<file path="config.mk">
export PLATFORM = sky130hd
export DESIGN_NAME = pc_gen_flat
export DESIGN_NICKNAME = d
export VERILOG_FILES = /design/src/rtl/pc_gen_if.sv /design/src/rtl/pc_gen.sv /design/src/flat_wrapper.sv
export SDC_FILE = /design/constraint.sdc
export NUM_CORES = 1
export LEC_CHECK = 0
export ABC_AREA = 1
export BUFFER_PORTS_ARGS = -buffer_cell sky130_fd_sc_hd__buf_4
export CELL_PAD_IN_SITES_DETAIL_PLACEMENT = 0
export CELL_PAD_IN_SITES_GLOBAL_PLACEMENT = 2
export CORE_ASPECT_RATIO = 1.25
export CORE_MARGIN = 3
export CORE_UTILIZATION = 29
export CTS_BUF_LIST = sky130_fd_sc_hd__clkbuf_16
export CTS_CLUSTER_SIZE = 8
export DETAILED_ROUTE_END_ITERATION = 8
export HOLD_SLACK_MARGIN = 0.03
export PLACE_DENSITY_LB_ADDON = 0.1
export SYNTH_ARGS = -nofsm -noshare
export SYNTH_HDL_FRONTEND = slang
export SYNTH_SLANG_ARGS = --single-unit
</file>
<file path="constraint.sdc">
create_clock -name clk -period 3.85 [get_ports clk]
set_clock_uncertainty 0.2 [all_clocks]
set_input_delay 0.385 -clock clk [delete_from_list [all_inputs] [get_ports clk]]
set_output_delay 0.385 -clock clk [all_outputs]
set_load 0.01 [all_outputs]
</file>
<file path="src/rtl/pc_gen_if.sv">
// Request/result bundle between the fetch-stage control and the PC generator.
// The master issues stall/redirect requests. The slave returns the registered fetch PC state.
interface pc_gen_if #(
  parameter int XLEN = 32
);
  logic            stall;
  logic            trap;
  logic [XLEN-1:0] trap_vector;
  logic            branch_jal;
  logic [XLEN-1:0] branch_jump_address;
  logic            jalr;
  logic [XLEN-1:0] jalr_address;
  logic [XLEN-1:0] address_out;
  logic [XLEN-1:0] prev_address;
  logic            redirect_taken;
  logic            misaligned;

  modport master (
    output stall, trap, trap_vector, branch_jal, branch_jump_address, jalr, jalr_address,
    input  address_out, prev_address, redirect_taken, misaligned
  );

  modport slave (
    input  stall, trap, trap_vector, branch_jal, branch_jump_address, jalr, jalr_address,
    output address_out, prev_address, redirect_taken, misaligned
  );
endinterface

</file>
<file path="src/rtl/pc_gen.sv">
// Fetch-stage program counter: trap > branch/JAL > JALR > sequential priority.
// A redirect seen during a stall is parked in a pending register and applied on release.
module pc_gen #(
  parameter int              XLEN         = 32,
  parameter logic [XLEN-1:0] RESET_VECTOR = '0,
  parameter int              INCR         = 4   // 2 or 4
) (
  input  logic     clk,
  input  logic     rst,
  pc_gen_if.slave  bus
);

  localparam logic [XLEN-1:0] LOW_MASK = XLEN'(INCR - 1);

  logic [XLEN-1:0] r_pc;
  logic [XLEN-1:0] r_prev;
  logic            r_redirect_taken;
  logic            r_misaligned;
  logic            r_pend_valid;
  logic [XLEN-1:0] r_pend_target;
  logic            r_pend_mis;

  logic [XLEN-1:0] w_jalr_target;
  logic            w_live_valid;
  logic [XLEN-1:0] w_live_target;
  logic            w_live_mis;
  logic [XLEN-1:0] w_next_pc;
  logic            w_next_redirect;
  logic            w_next_mis;

  assign w_jalr_target = bus.jalr_address & ~XLEN'(1);

  // Winning live redirect. Targets are stored already aligned; the flag records if alignment was forced.
  // NOTE: every signal gets a default at the top of always_comb so no path leaves it unassigned (no latch).
  always_comb begin
    w_live_valid  = 1'b0;
    w_live_target = '0;
    w_live_mis    = 1'b0;
    if (bus.trap) begin
      w_live_valid  = 1'b1;
      w_live_target = bus.trap_vector;
    end else if (bus.branch_jal) begin
      w_live_valid  = 1'b1;
      w_live_target = bus.branch_jump_address & ~LOW_MASK;
      w_live_mis    = |(bus.branch_jump_address & LOW_MASK);
    end else if (bus.jalr) begin
      w_live_valid  = 1'b1;
      w_live_target = w_jalr_target & ~LOW_MASK;
      w_live_mis    = |(w_jalr_target & LOW_MASK);
    end
  end

  // A live trap beats a parked redirect; a parked redirect beats a live branch/JALR.
  always_comb begin
    w_next_pc       = r_pc + XLEN'(INCR);
    w_next_redirect = 1'b0;
    w_next_mis      = 1'b0;
    if (bus.trap) begin
      w_next_pc       = w_live_target;
      w_next_redirect = 1'b1;
    end else if (r_pend_valid) begin
      w_next_pc       = r_pend_target;
      w_next_redirect = 1'b1;
      w_next_mis      = r_pend_mis;
    end else if (w_live_valid) begin
      w_next_pc       = w_live_target;
      w_next_redirect = 1'b1;
      w_next_mis      = w_live_mis;
    end
  end

  // NOTE: sequential state uses non-blocking assignments so every register samples pre-edge values.
  always_ff @(posedge clk) begin
    if (rst) begin
      r_pc             <= RESET_VECTOR;
      r_prev           <= RESET_VECTOR;
      r_redirect_taken <= 1'b0;
      r_misaligned     <= 1'b0;
      r_pend_valid     <= 1'b0;
      r_pend_target    <= '0;
      r_pend_mis       <= 1'b0;
    end else if (bus.stall) begin
      r_redirect_taken <= 1'b0;
      r_misaligned     <= 1'b0;
      // Oldest non-trap redirect is kept; only a trap may overwrite it.
      if (w_live_valid && (!r_pend_valid || bus.trap)) begin
        r_pend_valid  <= 1'b1;
        r_pend_target <= w_live_target;
        r_pend_mis    <= w_live_mis;
      end
    end else begin
      r_pc             <= w_next_pc;
      r_prev           <= r_pc;
      r_redirect_taken <= w_next_redirect;
      r_misaligned     <= w_next_mis;
      r_pend_valid     <= 1'b0;
    end
  end

  assign bus.address_out    = r_pc;
  assign bus.prev_address   = r_prev;
  assign bus.redirect_taken = r_redirect_taken;
  assign bus.misaligned     = r_misaligned;

endmodule

</file>
<file path="src/flat_wrapper.sv">
// flat-port wrapper written by rule: the top's interface ports become plain ports
module pc_gen_flat 
#(
  parameter int              XLEN         = 32,
  parameter logic [XLEN-1:0] RESET_VECTOR = '0,
  parameter int              INCR         = 4            
)
  (clk, rst, bus_stall, bus_trap, bus_trap_vector, bus_branch_jal, bus_branch_jump_address, bus_jalr, bus_jalr_address, bus_address_out, bus_prev_address, bus_redirect_taken, bus_misaligned);
  pc_gen_if #(.XLEN(XLEN)) bus_i ();
  input  logic clk;
  input  logic rst;
  input wire logic [$bits(bus_i.stall)-1:0] bus_stall;
  input wire logic [$bits(bus_i.trap)-1:0] bus_trap;
  input wire logic [$bits(bus_i.trap_vector)-1:0] bus_trap_vector;
  input wire logic [$bits(bus_i.branch_jal)-1:0] bus_branch_jal;
  input wire logic [$bits(bus_i.branch_jump_address)-1:0] bus_branch_jump_address;
  input wire logic [$bits(bus_i.jalr)-1:0] bus_jalr;
  input wire logic [$bits(bus_i.jalr_address)-1:0] bus_jalr_address;
  output wire logic [$bits(bus_i.address_out)-1:0] bus_address_out;
  output wire logic [$bits(bus_i.prev_address)-1:0] bus_prev_address;
  output wire logic [$bits(bus_i.redirect_taken)-1:0] bus_redirect_taken;
  output wire logic [$bits(bus_i.misaligned)-1:0] bus_misaligned;
  assign bus_i.stall = bus_stall;
  assign bus_i.trap = bus_trap;
  assign bus_i.trap_vector = bus_trap_vector;
  assign bus_i.branch_jal = bus_branch_jal;
  assign bus_i.branch_jump_address = bus_branch_jump_address;
  assign bus_i.jalr = bus_jalr;
  assign bus_i.jalr_address = bus_jalr_address;
  assign bus_address_out = bus_i.address_out;
  assign bus_prev_address = bus_i.prev_address;
  assign bus_redirect_taken = bus_i.redirect_taken;
  assign bus_misaligned = bus_i.misaligned;
  pc_gen #(.XLEN(XLEN), .RESET_VECTOR(RESET_VECTOR), .INCR(INCR)) u_core (.clk(clk), .rst(rst), .bus(bus_i));
endmodule
</file>
==> flow_summary.json <==
{
  "crit_path_max_incr_delay_ns": 0.91,
  "cts_tree": "yes",
  "slew_headroom": 0.200,
  "drive_above_1_share": 0.201,
  "synth_nets": 983,
  "ant_nets": 0,
  "viasPerCell": 4.82,
  "postCtsResizedCells": 0,
  "grt_pass1_vias": 5743,
  "port_buffers": 166,
  "clock_path_buffers": 2,
  "cts_htree_levels": 3,
  "dp_cells": 1232,
  "clk-insertion-delay-late_ns": 0.36,
  "critical_path.cell_chain": "buf_4, nor3_4, nor2_2, inv_1, o211ai_1, nand2_1, nand2_1",
  "synth_area_per_cell_um2": 6.28,
  "fp.dieH_um": 160,
  "critPathCaptureType": "flop",
  "clk_transition_reported_paths_ns": 0.08,
  "syn_area_um2": 5530,
  "post_drt_wl_per_cell_um": 16.7,
  "hold_viol_final": 0,
  "peakVddDrop_mv": 0.196,
  "dieArea_um2": 20800,
  "grt_max_degree": 64,
  "crit_path_top_delay_cell": "nor2_2",
  "postCtsHoldBufs": 0,
  "crit_buf_inv": 2,
  "place_congestion": 0.862,
  "start_kind": "primary input",
  "rows": 55,
  "root_buffer": "clkbuf_16",
  "postCtsSetupRepairBufs": 0,
  "drt_iter0_drc": 470,
  "cts_sinks": 100,
  "syn_inst": 880,
  "cp_top_family": "simple AND/OR/NAND/NOR gates",
  "ys_seq_area_frac": 0.362,
  "antenna_cells": 0,
  "worst_slew_pin_slew_ns": 1.20,
  "leakagePower_uw": 0.00332,
  "routed_wirelength_mm": 20.9,
  "max_cap_viol_count": 0,
  "max_clock_freq_mhz": 399,
  "die_w_um": 129,
  "drc": 0,
  "status": "completed",
  "grt_pass1_wl_mm": 32.6,
  "synthToLayoutAreaGrowth_pct": 29.7,
  "cp.arrival_ns": 2.60,
  "detailroute.via_count": 6020,
  "overflow": 0,
  "first_pass_iters": 6,
  "dp_hpwl_mm": 15.4,
  "numCtsBuffers": 9,
  "fin_crit_sh": 0.651,
  "setup_tns_ns": 0,
  "dr_wl_met3_mm": 1.32,
  "layout.nets": 1118,
  "netlist-cell-type-count": 28,
  "stdcell_count": 1248,
  "setup_violations": 0,
  "cp_max_fo": 39,
  "hold_class": "in -> reg",
  "rsz0062_at_grt": "no",
  "fin_crit_ns": 2.51,
  "dr_wl_met2_mm": 8.92,
  "core_um2": 18400,
  "slew_viol_final": 0,
  "power.density_nw_per_um2": 353,
  "highest_layer": "met4",
  "wirelength_met1_mm": 10.5,
  "ys_warn_count": 0,
  "worstPathRequired_ns": 3.94,
  "path_common_cell": "nand2_1",
  "floorplan.io_pins": 168,
  "antenna_found_initial": 0,
  "critical_path_class": "in -> reg",
  "floorplan.initialDensity": 0.301,
  "grt_usage": 0.200,
  "synth-seq-cells": 100
}
layout make-up:
type                       instances  area [um^2]
fill                            2067        11200
clock inverter                     7         51.3
sequential                       100         2000
clock buffer                       9          225
tap                              228          285
multi-input combinational        655         3030
timing repair buffer             172         1290
inverter                          77          289
metrics by stage:
step / hold WS [ns] / worst slack, ns / cell area [um^2] / utilization / total power (uW)
2_1_floorplan: 0.253 / 2.12 / 5530 / - / 1430
3_3_place_gp: 0.239 / 1.01 / 6890 / 0.375 / 1670
3_5_place_dp: 0.246 / 1.01 / 6890 / 0.375 / 1670
4_1_cts: 0.0717 / 1.40 / 7170 / 0.390 / 2560
5_1_grt: 0.0865 / 1.18 / 7170 / 0.390 / 2660
6_report: 0.0841 / 1.34 / 7170 / 0.390 / 2530
cell usage in the layout (no fill, tap or decap), types with 2 or more instances in the layout:
master       n
inv_6        2
o22ai_1     25
and2_1       2
dfxtp_1    100
o21ai_0     45
xor2_1       9
nor3_4       2
o21ai_1     33
clkbuf_16    9
nor2_1      38
a31oi_1     27
nor2_2       9
inv_1       72
nand2_1    353
o211ai_1     7
clkinv_4     2
a22oi_1     21
nand3_1     63
inv_2        6
a21oi_1     13
buf_4      172
a22o_1       2
cells in the mapped netlist, drive strengths merged:
cell	instances	area (um^2)
xor2	9	78.8
nand3	63	315
a21boi	1	7.51
nand4	1	6.26
nor2	48	205
nand3b	1	7.51
inv	77	289
a31oi	27	169
dfxtp	100	2000
a21oi	13	65.1
clkbuf	19	71.3
ha	1	12.5
o311ai	1	8.76
buf	29	145
nand2	353	1330
o22ai	25	156
a22o	2	17.5
nor3	2	32.5
o211ai	7	52.6
o21ai	78	390
and2	2	12.5
a22oi	21	158
state kept, by name, indices dropped and copies added (netlist names):
register and cells:
u_core.r_pend_valid 1, u_core.bus.prev_address 32, u_core.r_pend_mis 1, u_core.bus.redirect_taken 1, u_core.bus.misaligned 1, u_core.r_pend_target 32, u_core.bus.address_out 32
final timing paths:
| check | start | to | slack [ns] | cells after the start |
|---|---|---|---|---|
| max | bus_trap | u_core.bus.address_out[10]$_SDFFE_PP0N_ | 1.34 | 7 |
| min reg2reg | u_core.bus.prev_address[27]$_SDFFE_PP0N_ | u_core.bus.prev_address[27]$_SDFFE_PP0N_ | 0.26 | 2 |
| min | bus_trap_vector[4] | u_core.bus.address_out[4]$_SDFFE_PP0N_ | 0.08 | 3 |
| max reg2reg | u_core.r_pend_valid$_SDFFE_PP0P_ | u_core.bus.address_out[10]$_SDFFE_PP0N_ | 1.55 | 5 |
power by group:
part           leakage (uW)  internal [uW]  switching [uW]
combinational       0.00236            205             282
sequential         0.000821           1100            59.6
clock              0.000138            443             439
cells by family (layout without fill, tap and decap cells):
family,after synthesis,after routing,share of synthesized area
AND/OR/NAND/NOR,470,470,0.344
AO/OA/AOI/OAI,175,175,0.185
adder cells (fa/ha/maj),1,1,0.00226
XOR/XNOR,9,9,0.0143
buffers and inverters,125,265,0.0914
flip-flops,100,100,0.362
per-layer routing:
layer	track usage	up-vias
met3	0.0396	9
li1	-	3146
met4	0.0425	0
met2	0.291	197
met5	0	-
met1	0.305	2668
worst reg2reg max path, stage by stage, from the launching register on:
cell      delay (ns)
dfxtp_1         0.35
nor2_2          0.92
inv_1           0.38
o211ai_1        0.27
nand2_1         0.07
nand2_1         0.06
(Power assumes the default switching activity.)
